===== src/rtl/net_cfg_sequencer_if.sv =====
// rtl/net_cfg_sequencer_if.sv - config-table, beat-request and switch-control bundle for net_cfg_sequencer
interface net_cfg_sequencer_if #(
    parameter int SWITCH_NUM = 16,
    parameter int STAGE_NUM  = 9,
    parameter int CFG_AW     = 3,
    parameter int SAW        = 4
);
    logic                  cfg_we;
    logic [CFG_AW-1:0]     cfg_waddr;
    logic [SAW-1:0]        cfg_wstage;
    logic [SWITCH_NUM-1:0] cfg_wdata;
    logic                  cfg_clr;
    logic                  req_valid;
    logic [CFG_AW-1:0]     req_cfg_id;
    logic                  req_ready;
    logic                  in_fire;
    logic [SWITCH_NUM-1:0] switch_set [0:STAGE_NUM-1];
    logic                  out_valid;
    logic [CFG_AW-1:0]     out_cfg_id;
    logic                  busy;
    logic                  cfg_err;
    logic                  req_err;

    modport master (
        output cfg_we, cfg_waddr, cfg_wstage, cfg_wdata, cfg_clr,
        output req_valid, req_cfg_id,
        input  req_ready, in_fire, switch_set, out_valid, out_cfg_id,
        input  busy, cfg_err, req_err
    );

    modport slave (
        input  cfg_we, cfg_waddr, cfg_wstage, cfg_wdata, cfg_clr,
        input  req_valid, req_cfg_id,
        output req_ready, in_fire, switch_set, out_valid, out_cfg_id,
        output busy, cfg_err, req_err
    );
endinterface


===== src/rtl/net_cfg_sequencer.sv =====
// rtl/net_cfg_sequencer.sv - skews stored per-stage switch words alongside beats in a pipelined switching network
module net_cfg_sequencer #(
    parameter int SIZE       = 32,
    parameter int SWITCH_NUM = SIZE / 2,
    parameter int STAGE_NUM  = 2 * $clog2(SIZE) - 1,
    parameter int CFG_DEPTH  = 8,
    parameter int CFG_AW     = $clog2(CFG_DEPTH),
    parameter int SAW        = $clog2(STAGE_NUM)
) (
    input  logic               clk,
    input  logic               rst_n,
    net_cfg_sequencer_if.slave bus
);
    localparam int                 CNT_W      = $clog2(STAGE_NUM + 2);
    localparam logic [SAW-1:0]     STAGE_LAST = SAW'(STAGE_NUM - 1);
    localparam logic [CNT_W-1:0]   CNT_ONE    = CNT_W'(1);

    typedef enum logic [1:0] {IDLE, RUN, DRAIN} state_t;

    state_t                state;
    logic [SWITCH_NUM-1:0] cfg_tbl [0:CFG_DEPTH-1][0:STAGE_NUM-1];
    logic [CFG_DEPTH-1:0]  entry_vld;
    logic [STAGE_NUM:0]    vld_sr;
    logic [CFG_AW-1:0]     id_sr [0:STAGE_NUM];
    logic [CNT_W-1:0]      count;
    logic [CNT_W-1:0]      count_next;
    logic                  cfg_req;
    logic                  tbl_open;
    logic                  fire;
    logic                  retire;
    logic                  cfg_err_q;
    logic                  req_err_q;

    assign cfg_req  = bus.cfg_we | bus.cfg_clr;
    assign tbl_open = (state == IDLE);

    // Table maintenance wins over a same-cycle beat, and nothing is accepted in reset.
    assign bus.req_ready  = rst_n & ~(tbl_open & cfg_req);
    assign fire           = bus.req_valid & bus.req_ready;
    assign bus.in_fire    = fire;
    assign retire         = vld_sr[STAGE_NUM];
    assign bus.out_valid  = retire;
    assign bus.out_cfg_id = id_sr[STAGE_NUM];
    assign bus.busy       = (count != '0);
    assign bus.cfg_err    = cfg_err_q;
    assign bus.req_err    = req_err_q;

    always_comb begin
        count_next = count;
        if (fire && !retire) begin
            count_next = count + CNT_ONE;
        end else if (!fire && retire) begin
            count_next = count - CNT_ONE;
        end
    end

    // Each stage reads the word belonging to the beat currently inside it.
    always_comb begin
        for (int k = 0; k < STAGE_NUM; k++) begin
            bus.switch_set[k] = vld_sr[k] ? cfg_tbl[id_sr[k]][k] : '0;
        end
    end

    always_ff @(posedge clk or negedge rst_n) begin
        if (!rst_n) begin
            for (int i = 0; i < CFG_DEPTH; i++) begin
                for (int k = 0; k < STAGE_NUM; k++) begin
                    cfg_tbl[i][k] <= '0;
                end
            end
            entry_vld <= '0;
        end else if (tbl_open && bus.cfg_clr) begin
            for (int i = 0; i < CFG_DEPTH; i++) begin
                for (int k = 0; k < STAGE_NUM; k++) begin
                    cfg_tbl[i][k] <= '0;
                end
            end
            entry_vld <= '0;
        end else if (tbl_open && bus.cfg_we && bus.cfg_wstage <= STAGE_LAST) begin
            cfg_tbl[bus.cfg_waddr][bus.cfg_wstage] <= bus.cfg_wdata;
            entry_vld[bus.cfg_waddr]               <= 1'b1;
        end
    end

    always_ff @(posedge clk or negedge rst_n) begin
        if (!rst_n) begin
            vld_sr <= '0;
            for (int k = 0; k <= STAGE_NUM; k++) begin
                id_sr[k] <= '0;
            end
        end else begin
            vld_sr <= {vld_sr[STAGE_NUM-1:0], fire};
            if (fire) begin
                id_sr[0] <= bus.req_cfg_id;
            end
            for (int k = 0; k < STAGE_NUM; k++) begin
                id_sr[k+1] <= id_sr[k];
            end
        end
    end

    always_ff @(posedge clk or negedge rst_n) begin
        if (!rst_n) begin
            state     <= IDLE;
            count     <= '0;
            cfg_err_q <= 1'b0;
            req_err_q <= 1'b0;
        end else begin
            count     <= count_next;
            req_err_q <= fire & ~entry_vld[bus.req_cfg_id];
            // A clear shadows a bad-stage write, so only a lone write can be out of range.
            cfg_err_q <= cfg_req & (~tbl_open |
                         (~bus.cfg_clr & (bus.cfg_wstage > STAGE_LAST)));
            case (state)
                IDLE: begin
                    if (fire) begin
                        state <= RUN;
                    end
                end
                RUN: begin
                    if (!fire && count_next == '0) begin
                        state <= IDLE;
                    end else if (!bus.req_valid) begin
                        state <= DRAIN;
                    end
                end
                DRAIN: begin
                    if (fire) begin
                        state <= RUN;
                    end else if (count_next == '0) begin
                        state <= IDLE;
                    end
                end
                default: state <= IDLE;
            endcase
        end
    end
endmodule


===== src/flat_wrapper.sv =====
// flat-port wrapper written by rule: the top's interface ports become plain ports
module net_cfg_sequencer_flat 
#(
    parameter int SIZE       = 32,
    parameter int SWITCH_NUM = SIZE / 2,
    parameter int STAGE_NUM  = 2 * $clog2(SIZE) - 1,
    parameter int CFG_DEPTH  = 8,
    parameter int CFG_AW     = $clog2(CFG_DEPTH),
    parameter int SAW        = $clog2(STAGE_NUM)
)
  (clk, rst_n, bus_cfg_we, bus_cfg_waddr, bus_cfg_wstage, bus_cfg_wdata, bus_cfg_clr, bus_req_valid, bus_req_cfg_id, bus_req_ready, bus_in_fire, bus_switch_set, bus_out_valid, bus_out_cfg_id, bus_busy, bus_cfg_err, bus_req_err);
  net_cfg_sequencer_if #(.SWITCH_NUM(SWITCH_NUM), .STAGE_NUM(STAGE_NUM), .CFG_AW(CFG_AW), .SAW(SAW)) bus_i ();
  input  logic clk;
  input  logic rst_n;
  input wire logic [$bits(bus_i.cfg_we)-1:0] bus_cfg_we;
  input wire logic [$bits(bus_i.cfg_waddr)-1:0] bus_cfg_waddr;
  input wire logic [$bits(bus_i.cfg_wstage)-1:0] bus_cfg_wstage;
  input wire logic [$bits(bus_i.cfg_wdata)-1:0] bus_cfg_wdata;
  input wire logic [$bits(bus_i.cfg_clr)-1:0] bus_cfg_clr;
  input wire logic [$bits(bus_i.req_valid)-1:0] bus_req_valid;
  input wire logic [$bits(bus_i.req_cfg_id)-1:0] bus_req_cfg_id;
  output wire logic [$bits(bus_i.req_ready)-1:0] bus_req_ready;
  output wire logic [$bits(bus_i.in_fire)-1:0] bus_in_fire;
  output wire logic [$bits(bus_i.switch_set)-1:0] bus_switch_set;
  output wire logic [$bits(bus_i.out_valid)-1:0] bus_out_valid;
  output wire logic [$bits(bus_i.out_cfg_id)-1:0] bus_out_cfg_id;
  output wire logic [$bits(bus_i.busy)-1:0] bus_busy;
  output wire logic [$bits(bus_i.cfg_err)-1:0] bus_cfg_err;
  output wire logic [$bits(bus_i.req_err)-1:0] bus_req_err;
  assign bus_i.cfg_we = bus_cfg_we;
  assign bus_i.cfg_waddr = bus_cfg_waddr;
  assign bus_i.cfg_wstage = bus_cfg_wstage;
  assign bus_i.cfg_wdata = bus_cfg_wdata;
  assign bus_i.cfg_clr = bus_cfg_clr;
  assign bus_i.req_valid = bus_req_valid;
  assign bus_i.req_cfg_id = bus_req_cfg_id;
  assign bus_req_ready = bus_i.req_ready;
  assign bus_in_fire = bus_i.in_fire;
  assign bus_switch_set = {>>{bus_i.switch_set}};
  assign bus_out_valid = bus_i.out_valid;
  assign bus_out_cfg_id = bus_i.out_cfg_id;
  assign bus_busy = bus_i.busy;
  assign bus_cfg_err = bus_i.cfg_err;
  assign bus_req_err = bus_i.req_err;
  net_cfg_sequencer #(.SIZE(SIZE), .SWITCH_NUM(SWITCH_NUM), .STAGE_NUM(STAGE_NUM), .CFG_DEPTH(CFG_DEPTH), .CFG_AW(CFG_AW), .SAW(SAW)) u_core (.clk(clk), .rst_n(rst_n), .bus(bus_i));
endmodule

===== config.mk =====
export PLATFORM = sky130hd
export DESIGN_NAME = net_cfg_sequencer_flat
export DESIGN_NICKNAME = d
export VERILOG_FILES = /design/src/rtl/net_cfg_sequencer_if.sv /design/src/rtl/net_cfg_sequencer.sv /design/src/flat_wrapper.sv
export SDC_FILE = /design/constraint.sdc
export NUM_CORES = 2
export LEC_CHECK = 0
export CORE_ASPECT_RATIO = 0.7
export CORE_MARGIN = 3
export CORE_UTILIZATION = 51
export DETAILED_ROUTE_END_ITERATION = 8
export GPL_TIMING_DRIVEN = 0
export HOLD_SLACK_MARGIN = 0.02
export PLACE_DENSITY = 0.79
export SYNTH_ARGS = -nofsm -noshare
export SYNTH_HDL_FRONTEND = slang
export SYNTH_SLANG_ARGS = --single-unit

===== constraint.sdc =====
create_clock -name clk -period 4.51 [get_ports clk]
set_input_delay 0.451 -clock clk [delete_from_list [all_inputs] [get_ports clk]]
set_output_delay 0.451 -clock clk [all_outputs]
set_load 0.05 [all_outputs]

* Word-level counts from Yosys, hierarchy flattened
Cells that the tools add are included.
Cells by class: $lt $le $gt $ge 18, $add $sub $neg 2, equal/unequal tests 5, reduce and logical (&&, ||, !) cells 16, multiplexer cells 57, bitwise operators 24
Operators by type and width (number):
- 144-bit binary-select mux with 3-bit select | 9
- 1152-bit 2-to-1 mux | 2
- 1152-bit bitwise mux | 1
- 144-bit demux with 3-bit select | 1
- 144-bit 2-to-1 mux | 3
- 128-bit 2-to-1 mux | 2
- 112-bit 2-to-1 mux | 2
- 16-bit 2-to-1 mux | 12
- 96-bit 2-to-1 mux | 2
- 80-bit 2-to-1 mux | 2
- 64-bit 2-to-1 mux | 2
- 48-bit 2-to-1 mux | 2
- 16-bit demux with 4-bit select | 1
- 32-bit 2-to-1 mux | 2
- 4-bit greater-or-equal comparator, second input constant | 10
- 3-bit NOT with 4-bit output | 10
- 8-bit 2-to-1 mux | 2
- 2-bit 2-to-1 mux | 5
- 1-bit logical AND | 9
- 3-bit by 4-bit < comparator with 1-bit output, second input constant | 2
- 4-bit 2-to-1 mux | 2
- 8-bit OR | 1
- 1-bit AND | 6
- 2-bit one-hot mux with 3 select lines | 1
- other kinds (25) | 31
Word-level totals: output and inout bits 153, register bits after elaboration 1208

* Longest topological paths before layout
word-level depth 13, mapped depth 9, depth with buffers taken out 6

* Worst setup path before layout
No wires, ideal clock.
kind register to output, from register u_core.id_sr[27] in the netlist's numbering, to output port bus_switch_set[134], buffers on the path 2, path slack 1.857 ns, arrival 2.202 ns, stages on the path, launching flop included 6, cell sequence dfrtp_1 clkbuf_1 buf_1 mux4_2 mux2i_1 nor2b_1
On the way: word-level cells in the longest chain between the ends 5
Ends and longest elaborated chain:
- start, declared | line net_cfg_sequencer.sv:24 | logic [CFG_AW-1:0] id_sr [0:STAGE_NUM];
- start signal, assigned by index | line net_cfg_sequencer.sv:97 | id_sr[k+1] <= id_sr[k];
- 3-bit NOT with 4-bit output (not written as such) | line net_cfg_sequencer.sv:60 | bus.switch_set[k] = vld_sr[k] ? cfg_tbl[id_sr[k]][k] : '0;
- 144-bit binary-select mux with 3-bit select | line net_cfg_sequencer.sv:60
- 144-bit 2-to-1 mux (not written as such) (2 in a row) | line net_cfg_sequencer.sv:60
- 16-bit 2-to-1 mux | line net_cfg_sequencer.sv:60
- end, declared | line flat_wrapper.sv:24 | output wire logic [$bits(bus_i.switch_set)-1:0] bus_switch_set;
No other way between the ends. The select of a mux whose other input is x is not followed.

* Worst setup path after layout
from register u_core.id_sr[12] in the netlist's numbering, to output port bus_switch_set[63]
On the way: word-level cells in the longest chain between the ends 5
Ends and longest elaborated chain (line):
- 3-bit NOT with 4-bit output (not written as such) | net_cfg_sequencer.sv:60
- 144-bit binary-select mux with 3-bit select | net_cfg_sequencer.sv:60
- 64-bit 2-to-1 mux (not written as such) (2 in a row) | net_cfg_sequencer.sv:60
- 16-bit 2-to-1 mux | net_cfg_sequencer.sv:60
No other way between the ends. The select of a mux whose other input is x is not followed.

==> results.json <==
{
  "syn_avg_cell_area_um2": 12.0,
  "cp-start-kind": "register",
  "multi_input_area_mm2": 0.0262,
  "yosys-mux-area-fraction_pct": 31.2,
  "cp.required_ns": 4.06,
  "yosysSeqAreaShare_pct": 51.6,
  "fp.dieW_um": 411,
  "synth-seq-cells": 1208,
  "async_reset_ff_share_pct": 100,
  "grt_pass1_vias": 43200,
  "drc": 0,
  "synth_top_family_by_area": "multiplexers",
  "htreeDepth": 3,
  "yosysWarningCount": 0,
  "synth-adder-area-share_pct": 0.0641,
  "rsz0062_at_grt": "no",
  "ctsLongestPathBuffers": 3,
  "initialDrtViolationCount": 6956,
  "synthCells": 4881,
  "cts_tree": "yes",
  "hold_ws_ns": -0.244,
  "violations": "hold timing, capacitance limit, slew limit",
  "period_minus_slack_ns": 4.42,
  "fmax_ghz": 0.226,
  "crit_arrival_ns": 3.97,
  "dpl_worst_slack_ns": 0.604,
  "r2r-start": "u_core.state[0]",
  "vias_per_cell": 6.56,
  "synth_top_area_share_pct": 51.6,
  "die_h_um": 290,
  "post_cts.repair.setup_buffers": 0,
  "postRouteAntennaNets": 0,
  "synth-simple-area-share_pct": 11.7,
  "grt_util_all_layers_pct": 37.3,
  "start_util_pct": 51.7,
  "critPathKind": "register to primary output",
  "seqCellArea_mm2": 0.0302,
  "crit_fanout": 10,
  "clock_latency_ns": 0.75,
  "r2r_end": "u_core.cfg_tbl[478]",
  "synth_largest_area_cell": "dfrtp_1",
  "numCtsBuffers": 111,
  "synth.net_count": 4915,
  "synth_compound_area_share_pct": 1.66,
  "worst_pin_slew_ns": 1.66,
  "status": "finished, violations left",
  "fillCellCount": 9040,
  "root_buffer": "clkbuf_16",
  "synth_area_leaders": "dfrtp_1 52%, mux2i_1 20%, mux4_2 11%",
  "io_buffers": 166,
  "syn_to_final_growth_pct": 13.3,
  "synthXorXnorAreaFrac_pct": 0.0747,
  "cts.clk_slew.worst_paths_ns": 0.07,
  "firstDrtPassIters": 6,
  "hpwl_um": 149000,
  "clock-sinks": 1208,
  "drt-wirelength-per-cell_um": 32.9,
  "synth_area_mm2": 0.0586,
  "grt_pass1_wl_um": 314000,
  "fin_crit_sh_pct": 98.0,
  "std_cell_rows": 103,
  "hold_viol": 167,
  "placed_area_mm2": 0.0624,
  "synth_flop_cell": "dfrtp_1",
  "synth_common_cells": "1208 x dfrtp_1, 1172 x mux2i_1, 1052 x nor2_1",
  "setup_violations": 0,
  "totalWireLength_um": 224000,
  "setup_tns_ns": 0,
  "reg2reg_setup_slack_ns": 0.54,
  "power_density_mw_per_mm2": 430,
  "nets": 5203,
  "fin_ws_ns": 0.0913,
  "grt_start_max_net_pins": 181,
  "p_leak_nw": 32.0,
  "slew_violations": 121,
  "die-area_mm2": 0.119,
  "hold_class": "input pin to asynchronous set/reset pin",
  "core_mm2": 0.113,
  "slew_headroom_pct": -10.7,
  "finalPower_mw": 28.5,
  "setup.worst_path.end_class": "primary output",
  "dr_total_vias": 44700,
  "place_congestion": 0.993,
  "yosysMostFrequentCell": "dfrtp_1",
  "fin_skew_ns": 0.0236,
  "vdd_drop_max_uv": 352,
  "r2r_cells": 7,
  "synth_edf_count": 0,
  "num_io_pins": 184,
  "drive_above_1_share_pct": 13.6,
  "synth.distinct_cells": 47,
  "final_cell_area_mm2": 0.0664,
  "max_cap_violations": 12,
  "overflow": 0,
  "antenna_found_initial": 19
}
-- sequential cells by signal, summed over array words and instances (netlist names) --
| signal | flops |
|---|---|
| u_core.cfg_tbl | 1152 |
| u_core.id_sr | 27 |
| u_core.entry_vld | 8 |
| u_core.bus.out_cfg_id | 3 |
| u_core.bus.cfg_err | 1 |
| u_core.state | 2 |
| u_core.vld_sr | 10 |
| u_core.bus.req_err | 1 |
| u_core.count | 4 |
-- per-stage QoR --
| step | instances | hold slack (ns) | utilization (%) |
|---|---|---|---|
| finish | 6802 | -0.244 | 58.5 |
| global route | 6783 | -0.178 | 58.5 |
| floorplan | 4881 | 0.155 | - |
| detailed placement | 6576 | 0.373 | 55.1 |
| global placement | 6569 | 0.363 | 54.8 |
| CTS | 6781 | -0.193 | 58.4 |
-- worst max-delay path, cell delays in order, from the launching register on --
cell and delay (ns):
dfrtp_1 0.35, clkbuf_1 0.35, buf_2 0.48, mux4_2 0.60
mux2i_1 0.55, nor2b_1 0.12, clkdlybuf4s50_1 0.74
-- area by class of cell --
type,instances,area share [%]
clock inverters,34,0.701
flip-flops and latches,1208,45.5
diodes,19,0.0716
plain buffers,466,3.38
repair buffers,175,2.87
clock buffers,171,5.08
multi-input cells,3199,39.4
well taps,1522,2.87
inverters,8,0.0452
-- layer usage --
metal / GRT usage [%] / vias up / share of wire (%) / wire (µm)
met2: 48.2 / 3678 / 39 / 87300
li1: - / 17400 / - / -
met3: 23.8 / 671 / 19 / 42200
met5: 1.32 / - / 0.21 / 472
met1: 48.4 / 22900 / 36 / 81300
met4: 17.7 / 25 / 5.5 / 12200
-- cells by family after synthesis --
family / Yosys count
adders and majority gates: 3
AOI/OAI and AO/OA: 190
DFF: 1208
buffers and inverters: 474
muxes: 1463
and+or+nand+nor: 1538
xor gates and xnor gates: 5
-- where the power goes --
part / total (mW) / leakage, nW / internal [mW] / switching [mW]
clock: 10.2 / 1.91 / 5.68 / 4.48
combinational: 6.86 / 13.3 / 1.93 / 4.93
sequential: 11.5 / 16.8 / 11.1 / 0.372
-- cell usage in the layout (no fill, tap or decap), types with 9 or more instances in the layout --
| master | n |
|---|---|
| dfrtp_1 | 1208 |
| mux2i_1 | 1172 |
| nor2_1 | 1052 |
| mux4_2 | 290 |
| clkbuf_1 | 277 |
| nand2_1 | 233 |
| clkdlybuf4s50_1 | 165 |
| nor2b_1 | 150 |
| a21oi_1 | 134 |
| clkbuf_16 | 112 |
| buf_1 | 51 |
| buf_2 | 50 |
| clkbuf_2 | 43 |
| buf_4 | 36 |
| clkbuf_8 | 35 |
| o21ai_0 | 33 |
| nor3_4 | 31 |
| buf_6 | 30 |
| nand3_2 | 27 |
| diode_2 | 19 |
| o21ai_1 | 16 |
| clkinv_2 | 15 |
| bufinv_16 | 9 |
-- repair_timing --
item / 4_1_cts / 5_1_grt
hold endpoints to repair: 167 / 167
setup endpoints to repair: 1 / 3
resized for setup: 2 / 2
-- worst max-delay path by stage --
stage	to	cells past startpoint	slack, ns	start
floorplan	bus_switch_set[134]	5	1.86	u_core.id_sr[27]
global placement	u_core.cfg_tbl[184]	1	-51.84	rst_n
detailed placement	u_core.cfg_tbl[1005]	9	0.60	bus_cfg_wstage[2]
CTS	bus_switch_set[127]	6	0.14	u_core.id_sr[24]
global route	bus_switch_set[31]	6	0.03	u_core.id_sr[6]
finish	bus_switch_set[63]	6	0.09	u_core.id_sr[12]
(Power assumes the default switching activity.)
